===== src/rtl/sc_game_flow_pkg.sv =====
// Shared state encoding and elaboration helpers for the Frogger game-flow controller.
package sc_game_flow_pkg;

  typedef enum logic [3:0] {
    S_RESET    = 4'h0,
    S_CLEAR    = 4'h1,
    S_IDLE     = 4'h2,
    S_PLAY     = 4'h3,
    S_PAUSE    = 4'h4,
    S_LEVELUP  = 4'h5,
    S_DEATH    = 4'h6,
    S_GAMEOVER = 4'h7,
    S_WIN      = 4'h8
  } state_t;

  // Bits needed to hold values 0..value-1; returns at least 1 for value >= 2.
  function automatic int clog2_f(input int value);
    int result;
    result = 0;
    while ((1 << result) < value) result++;
    return result;
  endfunction

endpackage


===== src/rtl/sc_pause_timer.sv =====
// Loadable down-counter; done is high while the count sits at zero.
module sc_pause_timer #(
  parameter int W = 4
) (
  input  logic         SC_STATEMACHINEGENERAL_CLOCK_50,
  input  logic         SC_STATEMACHINEGENERAL_RESET_InHigh,
  input  logic         load,
  input  logic [W-1:0] load_val,
  output logic         done
);

  logic [W-1:0] count;

  always_ff @(posedge SC_STATEMACHINEGENERAL_CLOCK_50 or posedge SC_STATEMACHINEGENERAL_RESET_InHigh) begin
    if (SC_STATEMACHINEGENERAL_RESET_InHigh) begin
      count <= '0;
    end else if (load) begin
      count <= load_val;
    end else if (count != '0) begin
      count <= count - W'(1);
    end
  end

  assign done = (count == '0);

endmodule


===== src/rtl/sc_game_flow_fsm.sv =====
// Top-level game-flow controller: clear/idle/play/pause/level-up/death/game-over/win,
// owning the level and lives counters.
//
// state      | meaning
// S_RESET    | one cycle after reset, datapath held in clear
// S_CLEAR    | clear held low CLEAR_CYCLES cycles, counters reloaded on entry
// S_IDLE     | waiting for start
// S_PLAY     | objects and frog moving
// S_PAUSE    | movement frozen, events ignored
// S_LEVELUP  | goal reached, hold PAUSE_CYCLES then next level or win
// S_DEATH    | life lost on entry, hold PAUSE_CYCLES then play or game over
// S_GAMEOVER | no lives left, start restarts
// S_WIN      | last level cleared, start restarts
module sc_game_flow_fsm
  import sc_game_flow_pkg::*;
#(
  parameter int NUM_LEVELS   = 4,
  parameter int NUM_LIVES    = 3,
  parameter int LEVEL_W      = 3,
  parameter int LIVES_W      = 2,
  parameter int CLEAR_CYCLES = 2,
  parameter int PAUSE_CYCLES = 50000000,
  parameter int ENABLE_PAUSE = 1
) (
  input  logic               SC_STATEMACHINEGENERAL_CLOCK_50,
  input  logic               SC_STATEMACHINEGENERAL_RESET_InHigh,
  input  logic               start_InHigh,
  input  logic               goal_InHigh,
  input  logic               collision_InHigh,
  input  logic               timeout_InHigh,
  output logic               clear_OutLow,
  output logic               run_OutHigh,
  output logic [LEVEL_W-1:0] level_Out,
  output logic [LIVES_W-1:0] lives_Out,
  output logic               levelup_OutHigh,
  output logic               gameover_OutHigh,
  output logic               win_OutHigh,
  output logic [3:0]         state_Out
);

  localparam int HOLD_MAX = (PAUSE_CYCLES > CLEAR_CYCLES) ? PAUSE_CYCLES : CLEAR_CYCLES;
  localparam int TMR_W    = clog2_f(HOLD_MAX + 1);

  localparam logic [LEVEL_W-1:0] LAST_LEVEL = LEVEL_W'(NUM_LEVELS - 1);
  localparam logic [LIVES_W-1:0] FULL_LIVES = LIVES_W'(NUM_LIVES);

  state_t             state;
  state_t             state_nxt;
  logic [LEVEL_W-1:0] level;
  logic [LIVES_W-1:0] lives;
  logic               start_d;
  logic               start_edge;
  logic               tmr_load;
  logic [TMR_W-1:0]   tmr_val;
  logic               tmr_done;

  assign start_edge = start_InHigh & ~start_d;

  always_comb begin
    state_nxt = state;
    case (state)
      S_RESET:    state_nxt = S_CLEAR;
      S_CLEAR:    if (tmr_done) state_nxt = S_IDLE;
      S_IDLE:     if (start_edge) state_nxt = S_PLAY;
      S_PLAY: begin
        if (collision_InHigh || timeout_InHigh) state_nxt = S_DEATH;
        else if (goal_InHigh)                   state_nxt = S_LEVELUP;
        else if ((ENABLE_PAUSE != 0) && start_edge) state_nxt = S_PAUSE;
      end
      S_PAUSE:    if (start_edge) state_nxt = S_PLAY;
      S_LEVELUP:  if (tmr_done) state_nxt = (level == LAST_LEVEL) ? S_WIN : S_PLAY;
      S_DEATH:    if (tmr_done) state_nxt = (lives == '0) ? S_GAMEOVER : S_PLAY;
      S_GAMEOVER: if (start_edge) state_nxt = S_CLEAR;
      S_WIN:      if (start_edge) state_nxt = S_CLEAR;
      default:    state_nxt = S_CLEAR;
    endcase
  end

  // Timer is loaded with N-1 on the edge that enters a hold state, so the hold lasts N cycles.
  always_comb begin
    tmr_load = (state_nxt != state) &&
               ((state_nxt == S_CLEAR) || (state_nxt == S_LEVELUP) || (state_nxt == S_DEATH));
    tmr_val  = (state_nxt == S_CLEAR) ? TMR_W'(CLEAR_CYCLES - 1) : TMR_W'(PAUSE_CYCLES - 1);
  end

  sc_pause_timer #(.W(TMR_W)) u_pause_timer (
    .SC_STATEMACHINEGENERAL_CLOCK_50     (SC_STATEMACHINEGENERAL_CLOCK_50),
    .SC_STATEMACHINEGENERAL_RESET_InHigh (SC_STATEMACHINEGENERAL_RESET_InHigh),
    .load                                (tmr_load),
    .load_val                            (tmr_val),
    .done                                (tmr_done)
  );

  always_ff @(posedge SC_STATEMACHINEGENERAL_CLOCK_50 or posedge SC_STATEMACHINEGENERAL_RESET_InHigh) begin
    if (SC_STATEMACHINEGENERAL_RESET_InHigh) begin
      state            <= S_RESET;
      level            <= '0;
      lives            <= FULL_LIVES;
      start_d          <= 1'b0;
      clear_OutLow     <= 1'b0;
      run_OutHigh      <= 1'b0;
      levelup_OutHigh  <= 1'b0;
      gameover_OutHigh <= 1'b0;
      win_OutHigh      <= 1'b0;
    end else begin
      start_d <= start_InHigh;
      state   <= state_nxt;

      if ((state_nxt == S_CLEAR) && (state != S_CLEAR)) begin
        level <= '0;
        lives <= FULL_LIVES;
      end else if ((state_nxt == S_DEATH) && (state != S_DEATH) && (lives != '0)) begin
        lives <= lives - LIVES_W'(1);
      end else if ((state == S_LEVELUP) && (state_nxt == S_PLAY)) begin
        level <= level + LEVEL_W'(1);
      end

      // Outputs are decoded from the next state so they line up with the state register.
      clear_OutLow     <= !((state_nxt == S_RESET) || (state_nxt == S_CLEAR));
      run_OutHigh      <= (state_nxt == S_PLAY);
      levelup_OutHigh  <= (state_nxt == S_LEVELUP) && (state != S_LEVELUP);
      gameover_OutHigh <= (state_nxt == S_GAMEOVER);
      win_OutHigh      <= (state_nxt == S_WIN);
    end
  end

  assign level_Out = level;
  assign lives_Out = lives;
  assign state_Out = state;

endmodule


===== config.mk =====
export PLATFORM = sky130hd
export DESIGN_NAME = sc_game_flow_fsm
export DESIGN_NICKNAME = d
export VERILOG_FILES = /design/src/rtl/sc_game_flow_pkg.sv /design/src/rtl/sc_pause_timer.sv /design/src/rtl/sc_game_flow_fsm.sv
export SDC_FILE = /design/constraint.sdc
export NUM_CORES = 1
export LEC_CHECK = 0
export CORE_MARGIN = 2
export CORE_UTILIZATION = 63
export DETAILED_ROUTE_END_ITERATION = 10
export PLACE_DENSITY_LB_ADDON = 0.3
export SLEW_MARGIN = 20
export SYNTH_ARGS = -nofsm -noshare
export SYNTH_HDL_FRONTEND = slang
export SYNTH_SLANG_ARGS = --single-unit

===== constraint.sdc =====
create_clock -name SC_STATEMACHINEGENERAL_CLOCK_50 -period 5.5 [get_ports SC_STATEMACHINEGENERAL_CLOCK_50]
set_input_delay 0.55 -clock SC_STATEMACHINEGENERAL_CLOCK_50 [delete_from_list [all_inputs] [get_ports SC_STATEMACHINEGENERAL_CLOCK_50]]
set_output_delay 0.55 -clock SC_STATEMACHINEGENERAL_CLOCK_50 [all_outputs]
set_load 0.01 [all_outputs]

* Word-level counts from Yosys, hierarchy flattened *
Index checks and enable logic that the tools add are counted.

storage, ports and cells
  register bits = 41
  input bits = 6

operators by class
  reductions and logical operators = 22
  equal/unequal tests = 20
  bitwise gates (word level) = 2
  add/sub/neg operators = 3
  muxes and demuxes = 19

operator list
  kind                   number
  $mux 26                3
  $mux 4                 9
  $eq 4x3->1 const B     7
  $logic_not 26->1       1
  $reduce_bool 26->1     1
  $sub 26x1->26 const B  1
  $pmux 4 s6             1
  $eq 4x2->1 const B     3
  $mux 3                 4
  $eq 4x1->1 const B     2
  $eq 4x4->1 const B     2
  $ne 4x3->1 const B     2
  $reduce_bool 2->1      4
  $logic_and 1x1->1      6
  $logic_not 4->1        1
  $logic_or 1x1->1       4
  $mux 2                 2
  $ne 4x1->1 const B     1
  $ne 4x4->1             1
  $reduce_or 2->1        2
  $add 3x1->3 const B    1
  $eq 3x2->1 const B     1
  $logic_not 2->1        1
  $ne 2x2->1 const B     1
  5 further kinds        5

* Longest topological paths before layout *
Gate-level depths: netlist of the first run.

  word-level depth = 11
  depth in mapped cells = 11
  gate-level depth less buffers = 10

* By module *
A second synthesis of the first run with hierarchy kept.

unflattened totals
  cell total of the unflattened synthesis = 285
  area total of the unflattened synthesis = 2638.8 µm²

by module, submodules not included
  module            cells an instance  area an instance (µm²)  times used
  sc_pause_timer    178                1640.3                  1
  sc_game_flow_fsm  107                998.5                   1

* Worst setup path before layout of the first run *
Ideal clock, no wire load.

  path kind = reg2reg
  from = register u_pause_timer.count[8]
  to = register u_pause_timer.count[12]
  data arrival time = 2662 ps
  setup slack = 2716 ps
  clock period less this slack = 2784 ps
  cell stages (with the launch flop) = 9
  cell sequence = dfrtp_1 or4_4 or4b_4 nor3_4 or3_2 o2111ai_1 o221ai_2 buf_6 a21oi_1

between the ends
  longest elaborated chain between the ends = 8
  elaborated cells between the ends (all ways) = 18
  those cells by class = 1 x add/sub; 4 x eq/ne; 7 x mux; 6 x reduce/logical

ends and longest elaborated chain
  element                                              RTL line                                                                text
  start: declaration                                   sc_pause_timer.sv:12                                                    logic [W-1:0] count;
  start signal: assignment                             sc_pause_timer.sv:18                                                    count <= load_val;
  start signal: assignment                             sc_pause_timer.sv:20                                                    count <= count - W'(1);
  $logic_not 26->1                                     sc_pause_timer.sv:24                                                    assign done = (count == '0);
  $mux 4, on equally long branches                     sc_game_flow_fsm.sv:72, sc_game_flow_fsm.sv:63, sc_game_flow_fsm.sv:71
  $pmux 4 s6                                           sc_game_flow_fsm.sv:61                                                  case (state)
  $eq 4x1->1 / $eq 4x3->1 (equally long branches)      sc_game_flow_fsm.sv:82, sc_game_flow_fsm.sv:83
  $logic_or 1x1->1 (2 in series)                       sc_game_flow_fsm.sv:82                                                  ((state_nxt == S_CLEAR) || (state_nxt == S_LEVELUP) || (state_nxt == S_DEATH));
  $logic_and 1x1->1                                    sc_game_flow_fsm.sv:81                                                  tmr_load = (state_nxt != state) &&
  $mux 26 / $reduce_bool 2->1 (equally long branches)  -

Parallel ways exist; a longest one is shown, timed or not. The select of a mux whose other input is x is not followed.
A chain may end at the register's enable or synchronous reset.

* Worst setup path in the final report of the first run *
  from = register u_pause_timer.count[8]
  to = register u_pause_timer.count[21]

The elaborated chain is that of the path after synthesis.

==> metrics, run 1 <==
number of buffers inserted by port buffering 19; RSZ-0062 raised after global routing false; total of fill cells in the finished design 310; CP top delay family compound AO/OA/AOI/OAI gates; number of global-route vias before repair 2,133; first-pass GRT wire length 9890 um; cell breakdown of the critical path or4_4 > nor4b_4 > nand3_2 > o21a_1 > o31a_1 > o221ai_2 > a21oi_1; Buf+Inv Stages, Crit Path 0; global-route congestion overflow total 0; total track usage 28.6%; Fin Clk Skew 0.00389 ns; Clock H-tree levels 2; Clock Sinks 41; mean area per synthesized cell 8.94 sq um; class of the most critical hold timing path reg2reg; maximum VDD drop 0.421 mV; DR DRC count 0; count of standard-cell rows 23; synthesized flop and latch total 41; predominant post-synthesis flop cell sky130_fd_sc_hd__dfrtp_1; arrival time of data at the critical path endpoint 3.78 ns; DP Wirelength 4210 um; highest net fanout along the worst path 24; floorplan die area 4650 sq um; relative area change from synthesis to final layout 12.5%; Static Leak 1.23 nW; number of buffers added by the clock tree synthesis step 5; final-layout setup total negative slack 0 ns; count of unique library cells instantiated by Yosys 59; count of hold-fix buffers inserted at cts 0; number of antenna violations at the first check in global routing 0; # resized after CTS 0; Placeable Area 3970 sq um; Tcrit/Tclk final 66.5%; total of endpoints with negative setup slack in the final report 0; number of failing hold endpoints at the final stage 0; area occupied by multi-input gates 1460 sq um; DR WL/cell 17.0 um; cell area power density 647 nW/um^2; run status complete, no violations; router iterations before antenna repair 4; Synth async-reset ratio 100%; slowest cell delay on critical path 0.69 ns; yosys warns 0; effective utilization at floorplan 65.3%; die width 68.2 um; sequential standard cell area 1030 sq um; cell with the largest stage delay on the worst path sky130_fd_sc_hd__o221ai_2; clock latency reported for the late side of the worst-skew pair 0.29 ns; final critical delay including setup and external delays 3.66 ns; Via density 6.48; Detail Route Antenna Nets 0; clock tree from TritonCTS built; Initial DRC Count 257; via total after detailed routing 2,313; clock transition time at the flip-flop clock pins of the worst setup and hold paths 0.08 ns; largest net degree at the start of global routing 42; cells after synthesis 290; worst slew margin relative to its limit 33.9%; number of flops mapped to enable cells by yosys 0; final weighted congestion in routability-driven placement 0.898; final core area utilization 73.5%; Setup CP Type reg2reg; share of cells above drive strength 1 10.1%; Max Root-Sink Buffers 2; type of element capturing the critical path flop; Final Total Pwr 0.00189 W; Worst setup SP type flop; wirelength, routed 6080 um; required time of the critical path 5.63 ns; Ports 20; Max Cap Violations 0; post-synthesis cell area 2590 sq um; overall die height 68.2 um; final max-slew violation count 0; antenna fix cells 0; worst-margin pin slew 0.983 ns; final net count 317; achievable frequency 273 MHz; CTS Root Cell sky130_fd_sc_hd__clkbuf_8; Seq/Total Area, Yosys 39.7%; post-synth net total 301; number of buffers inserted by post-CTS setup repair 0
[Yosys cell counts, types with 2 or more instances]
library cell | number | area share, %
sky130_fd_sc_hd__a21o_1 | 2 | 0.58
sky130_fd_sc_hd__a21oi_1 | 32 | 6.2
sky130_fd_sc_hd__a21oi_2 | 2 | 0.68
sky130_fd_sc_hd__and2_1 | 2 | 0.48
sky130_fd_sc_hd__and3_1 | 4 | 0.96
sky130_fd_sc_hd__buf_6 | 2 | 0.87
sky130_fd_sc_hd__clkbuf_1 | 9 | 1.3
sky130_fd_sc_hd__dfrtp_1 | 39 | 38
sky130_fd_sc_hd__dfstp_2 | 2 | 2.0
sky130_fd_sc_hd__ha_1 | 5 | 2.4
sky130_fd_sc_hd__inv_1 | 12 | 1.7
sky130_fd_sc_hd__nand2_1 | 28 | 4.1
sky130_fd_sc_hd__nand2b_1 | 5 | 1.2
sky130_fd_sc_hd__nand3_1 | 8 | 1.5
sky130_fd_sc_hd__nand3_2 | 3 | 1.2
sky130_fd_sc_hd__nand4b_1 | 2 | 0.68
sky130_fd_sc_hd__nor2_1 | 24 | 3.5
sky130_fd_sc_hd__nor2b_1 | 2 | 0.48
sky130_fd_sc_hd__nor3_1 | 10 | 1.9
sky130_fd_sc_hd__nor4_1 | 11 | 2.7
sky130_fd_sc_hd__o211ai_1 | 4 | 1.2
sky130_fd_sc_hd__o21a_1 | 3 | 0.87
sky130_fd_sc_hd__o21ai_0 | 7 | 1.4
sky130_fd_sc_hd__o31a_1 | 3 | 1.0
sky130_fd_sc_hd__o31ai_1 | 7 | 2.0
sky130_fd_sc_hd__or3_1 | 3 | 0.72
sky130_fd_sc_hd__or3_2 | 2 | 0.58
sky130_fd_sc_hd__or4_1 | 4 | 1.2
sky130_fd_sc_hd__xnor2_1 | 8 | 2.7
sky130_fd_sc_hd__xor2_1 | 16 | 5.4
[through the flow]
| step | instance area (sq um) | cells | hold slack [ns] | worst slack, ns |
|---|---|---|---|---|
| 5_1_grt | 2920 | 357 | 0.605 | 1.62 |
| 3_5_place_dp | 2800 | 349 | 0.556 | 1.92 |
| 4_1_cts | 2920 | 357 | 0.568 | 1.89 |
| 3_3_place_gp | 2800 | 349 | 0.543 | 2.05 |
| 6_report | 2920 | 357 | 0.569 | 1.84 |
| 2_1_floorplan | 2590 | 290 | 0.537 | 2.72 |
[final timing paths]
path	from	to	slack, ns	cells after the start
worst max-delay path	u_pause_timer.count[8]$_DFFE_PP0P_	u_pause_timer.count[21]$_DFFE_PP0P_	1.84	7
worst min register to register	lives_Out[0]$_DFFE_PP1P_	lives_Out[0]$_DFFE_PP1P_	0.57	2
max in group asynchronous	SC_STATEMACHINEGENERAL_RESET_InHigh	u_pause_timer.count[22]$_DFFE_PP0P_	4.44	3
min in group asynchronous	SC_STATEMACHINEGENERAL_RESET_InHigh	gameover_OutHigh$_DFF_PP0_	0.69	3
worst min-delay path	lives_Out[0]$_DFFE_PP1P_	lives_Out[0]$_DFFE_PP1P_	0.57	2
worst max register to register	u_pause_timer.count[8]$_DFFE_PP0P_	u_pause_timer.count[21]$_DFFE_PP0P_	1.84	7
[tightest hold or removal path, stage by stage (launching register included)]
cell and delay, ns:
sky130_fd_sc_hd__dfstp_2 0.39, sky130_fd_sc_hd__a21oi_1 0.11, sky130_fd_sc_hd__a21oi_1 0.07
[flip-flops by register name, summed over array words and instances, names as in the netlist]
signal,cells
state_Out,4
start_d,1
clear_OutLow,1
u_pause_timer.count,26
levelup_OutHigh,1
lives_Out,2
gameover_OutHigh,1
level_Out,3
win_OutHigh,1
run_OutHigh,1
[routing by layer]
layer | up-vias | part of all wire, % | track usage, %
li1 | 1083 | - | -
met3 | 15 | 6.4 | 4.61
met2 | 80 | 47 | 43.1
met4 | 0 | 2.4 | 10.5
met1 | 1135 | 45 | 41.4
met5 | - | 0 | 0
[power by group]
group / leakage, nW / internal [W] / total (W) / switching, W
registers: 0.510 / 0.000438 / 0.000600 / 0.000162
clock network: 0.0574 / 0.000148 / 0.000252 / 0.000104
logic: 0.666 / 0.000423 / 0.00104 / 0.000613
total: 1.23 / 0.00101 / 0.00189 / 0.000879
[cell type report]
class | instances | share of cell area [%]
clock buffer | 6 | 2.83
clock inverter | 2 | 1.29
inverter | 12 | 1.54
multi-input combinational | 226 | 50.2
sequential | 41 | 35.2
tap | 50 | 2.14
timing repair buffer | 20 | 6.78
[kinds of logic (layout without fill, tap and decap cells)]
kind of cell | Yosys count | count (layout) | synth area share (%)
and+or+nand+nor | 122 | 122 | 26.6
AOI/OAI and AO/OA | 75 | 75 | 19.3
DFF | 41 | 41 | 39.7
buffers and inverters | 23 | 40 | 3.91
adders and majority gates | 5 | 5 | 2.41
xor gates and xnor gates | 24 | 24 | 8.10
[placed cells by master, fill, tap and decap left out, drive strengths merged, types with 3 or more instances in the layout]
cell / synthesis / final
a21oi: 35 / 35
clkbuf: 9 / 6
xnor2: 8 / 8
nand2: 29 / 29
nor4: 11 / 11
xor2: 16 / 16
o21ai: 8 / 8
clkdlybuf4s50: 0 / 19
dfrtp: 39 / 39
o211ai: 4 / 4
or4: 5 / 5
o31a: 3 / 3
and3: 4 / 4
or3: 5 / 5
o21a: 3 / 3
o31ai: 7 / 7
nand2b: 5 / 5
nor3: 11 / 11
nand3: 11 / 11
nor2: 24 / 24
ha: 5 / 5
a21o: 3 / 3
inv: 12 / 12
No activity file was read; power rests on OpenSTA's default activity.
==> run 2, diff against run 1 <==
--- a/config.mk
+++ b/config.mk
@@ -6,7 +6,7 @@
 export NUM_CORES = 1
 export LEC_CHECK = 0
 export CORE_MARGIN = 2
-export CORE_UTILIZATION = 63
+export CORE_UTILIZATION = 53
 export DETAILED_ROUTE_END_ITERATION = 10
 export PLACE_DENSITY_LB_ADDON = 0.3
 export SLEW_MARGIN = 20
==> constraint.sdc (replaced) <==
create_clock -name SC_STATEMACHINEGENERAL_CLOCK_50 -period 3.32 [get_ports SC_STATEMACHINEGENERAL_CLOCK_50]
set_input_delay 0.332 -clock SC_STATEMACHINEGENERAL_CLOCK_50 [delete_from_list [all_inputs] [get_ports SC_STATEMACHINEGENERAL_CLOCK_50]]
set_output_delay 0.332 -clock SC_STATEMACHINEGENERAL_CLOCK_50 [all_outputs]
set_load 0.01 [all_outputs]
==> run 2 against run 1 <==
Register-to-register slack lost 1.6 ns. Die area grew 18%. Power grew 65%. Count of clock-buffer cells in the layout shrank 1. Via count shrank 2.3%. Sequential share of layout area shrank 1.0 points. Clock skew grew 0.0028 ns. Cell area grew 2.9%. Largest power group unchanged. Core utilization shrank 9.9 points. Wire length shrank 0.38%. First-iteration DRC count shrank 2.7%.
==> metrics, run 2 (same netlist as run 1, synthesis figures left out) <==
run status complete, no violations; cell with the largest stage delay on the worst path sky130_fd_sc_hd__or4_4; DP Wirelength 4250 um; die width 74.0 um; count of standard-cell rows 25; met3 routed WL 396 um; floorplan die area 5470 sq um; placement-stage cell area 2920 sq um; largest register by flop count u_pause_timer.count; total of fill cells in the finished design 404; first-pass GRT wire length 10,300 um; antenna fix cells 0; total track usage 24.4%; flip-flop count of the largest register after layout 26; number of failing hold endpoints at the final stage 0; via total after detailed routing 2,260; number of buffers added by the clock tree synthesis step 5; cell mode on critical path sky130_fd_sc_hd__buf_4; RSZ-0062 raised after global routing false; setup slack, reg-to-reg 0.29 ns; Placeable Area 4720 sq um; highest routed layer met4; Detail Route Antenna Nets 0; Initial DRC Count 250; cell internal power dissipation 0.00166 W; final weighted congestion in routability-driven placement 0.875; clock tree from TritonCTS built; length of routed met2 wiring 2690 um; final critical delay including setup and external delays 3.03 ns; power share of the clock group 10.4%; Placement Setup Slack 0.302 ns; overall die height 74.0 um; Max Root-Sink Buffers 2; Worst setup SP type flop; DR DRC count 0; highest net fanout along the worst path 23; sequential standard cell area 1030 sq um; cell area power density 1040 nW/um^2; CP endpoint u_pause_timer.count[4]$_DFFE_PP0P_; Static Leak 1.28 nW; Worst path depth 9; switching component of the power 0.00145 W; clock transition time at the flip-flop clock pins of the worst setup and hold paths 0.08 ns; area occupied by multi-input gates 1460 sq um; Tcrit/Tclk final 91.2%; achievable frequency 330 MHz; number of buffers inserted by post-CTS setup repair 0; worst slew margin relative to its limit 54.8%; CTS Root Cell sky130_fd_sc_hd__clkbuf_8; critical register-to-register path startpoint u_pause_timer.count[8]$_DFFE_PP0P_; number of buffers inserted by port buffering 19; global-route congestion overflow total 0; Buf+Inv Stages, Crit Path 2; CP startpoint u_pause_timer.count[8]$_DFFE_PP0P_; arrival time of data at the critical path endpoint 3.24 ns; cell breakdown of the critical path or4_4 > nor4b_4 > nand3_2 > buf_4 > o21a_1 > nor4_1 > o221ai_2 > buf_4 > a21oi_1; endpoint of the worst register-to-register path u_pause_timer.count[4]$_DFFE_PP0P_; effective utilization at floorplan 54.9%; commonest non-fill, non-tap cell in the layout sky130_fd_sc_hd__dfrtp_1; commonest non-fill, non-tap cells in the layout 39 x sky130_fd_sc_hd__dfrtp_1, 32 x sky130_fd_sc_hd__a21oi_1, 28 x sky130_fd_sc_hd__nand2_1; required time of the critical path 3.53 ns; maximum VDD drop 0.551 mV; class of the most critical hold timing path in2async; relative area change from synthesis to final layout 15.8%; slowest cell delay on critical path 0.60 ns; worst-margin pin slew 0.672 ns; Via density 5.84; wirelength, routed 6050 um; Setup CP Type reg2reg; # resized after CTS 0; Ports 20; DR WL/cell 15.6 um; DRT met1 WL 2900 um; clock latency reported for the late side of the worst-skew pair 0.29 ns; fraction of power consumed by sequential logic 30.9%; Max Cap Violations 0; total non-filler cell area in the finished layout 3000 sq um; final-layout setup total negative slack 0 ns; count of hold-fix buffers inserted at cts 0; Clock H-tree levels 2; router iterations before antenna repair 4; number of cells on the worst reg-to-reg path 9; CP top delay family simple AND/OR/NAND/NOR gates; Fin Clk Skew 0.00669 ns; fraction of power consumed by combinational cells 58.6%; share of cells above drive strength 1 13.8%; final net count 330; type of element capturing the critical path flop; final max-slew violation count 0; switch share 46.7%; total of endpoints with negative setup slack in the final report 0; Clock Sinks 41; number of global-route vias before repair 2,123; worst setup slack after layout 0.291 ns; number of antenna violations at the first check in global routing 0; largest net degree at the start of global routing 42
==> run 2: cell types whose count changed in the layout (fill, tap and decap cells not counted) <==
cell | previous run | this run
sky130_fd_sc_hd__clkinv_2 | 0 | 2
sky130_fd_sc_hd__bufinv_16 | 1 | 0
sky130_fd_sc_hd__buf_4 | 1 | 14
sky130_fd_sc_hd__clkbuf_8 | 6 | 5
==> run 2: worst reg2reg max path, cell delays in order (launching register included) <==
cell,delay (ns)
sky130_fd_sc_hd__dfrtp_1,0.42
sky130_fd_sc_hd__or4_4,0.60
sky130_fd_sc_hd__nor4b_4,0.39
sky130_fd_sc_hd__nand3_2,0.12
sky130_fd_sc_hd__buf_4,0.24
sky130_fd_sc_hd__o21a_1,0.30
sky130_fd_sc_hd__nor4_1,0.35
sky130_fd_sc_hd__o221ai_2,0.13
sky130_fd_sc_hd__buf_4,0.22
sky130_fd_sc_hd__a21oi_1,0.19
==> run 2: worst min-delay path by stage <==
stage,slack (ns),to,startpoint,cells after the start
after CTS,0.48,run_OutHigh$_DFF_PP0_,SC_STATEMACHINEGENERAL_RESET_InHigh,3
after global routing,0.51,start_d$_DFF_PP0_,start_InHigh,1
after global placement,0.54,lives_Out[1]$_DFFE_PP1P_,lives_Out[1]$_DFFE_PP1P_,2
after floorplan,0.36,start_d$_DFF_PP0_,start_InHigh,0
final,0.46,run_OutHigh$_DFF_PP0_,SC_STATEMACHINEGENERAL_RESET_InHigh,3
after detailed placement,0.55,lives_Out[1]$_DFFE_PP1P_,lives_Out[1]$_DFFE_PP1P_,2
==> run 2: layer usage <==
metal	track usage [%]	vias up
met5	0	-
met4	6.26	0
met1	38.0	1077
li1	-	1108
met3	4.74	10
met2	34.7	65
==> run 2: through the flow <==
| step | utilization, % | power (W) | hold WS [ns] | instances |
|---|---|---|---|---|
| final | 63.6 | 0.00311 | 0.462 | 387 |
| after global routing | 63.6 | 0.00338 | 0.510 | 387 |
| after CTS | 63.6 | 0.00311 | 0.482 | 387 |
| after detailed placement | 61.7 | 0.00277 | 0.550 | 379 |
| after global placement | 61.7 | 0.00272 | 0.542 | 379 |
| after floorplan | - | 0.00226 | 0.363 | 290 |
==> run 2: layout make-up <==
type / instances / area share [%]
inverters: 12 / 1.50
clock buffers: 5 / 2.29
well taps: 67 / 2.79
repair buffers: 33 / 9.83
flip-flops and latches: 41 / 34.3
clock inverters: 3 / 0.583
multi-input cells: 226 / 48.7
==> run 2: power groups by stage <==
| stage | logic (W) | clock network [W] | registers (W) |
|---|---|---|---|
| 6_report | 0.00183 | 0.000325 | 0.000964 |
| 5_1_grt | 0.00202 | 0.000359 | 0.000995 |
| 4_1_cts | 0.00182 | 0.000330 | 0.000959 |
| 3_5_place_dp | 0.00181 | 0 | 0.000965 |
| 3_3_place_gp | 0.00176 | 0 | 0.000961 |
| 2_1_floorplan | 0.00133 | 0 | 0.000930 |
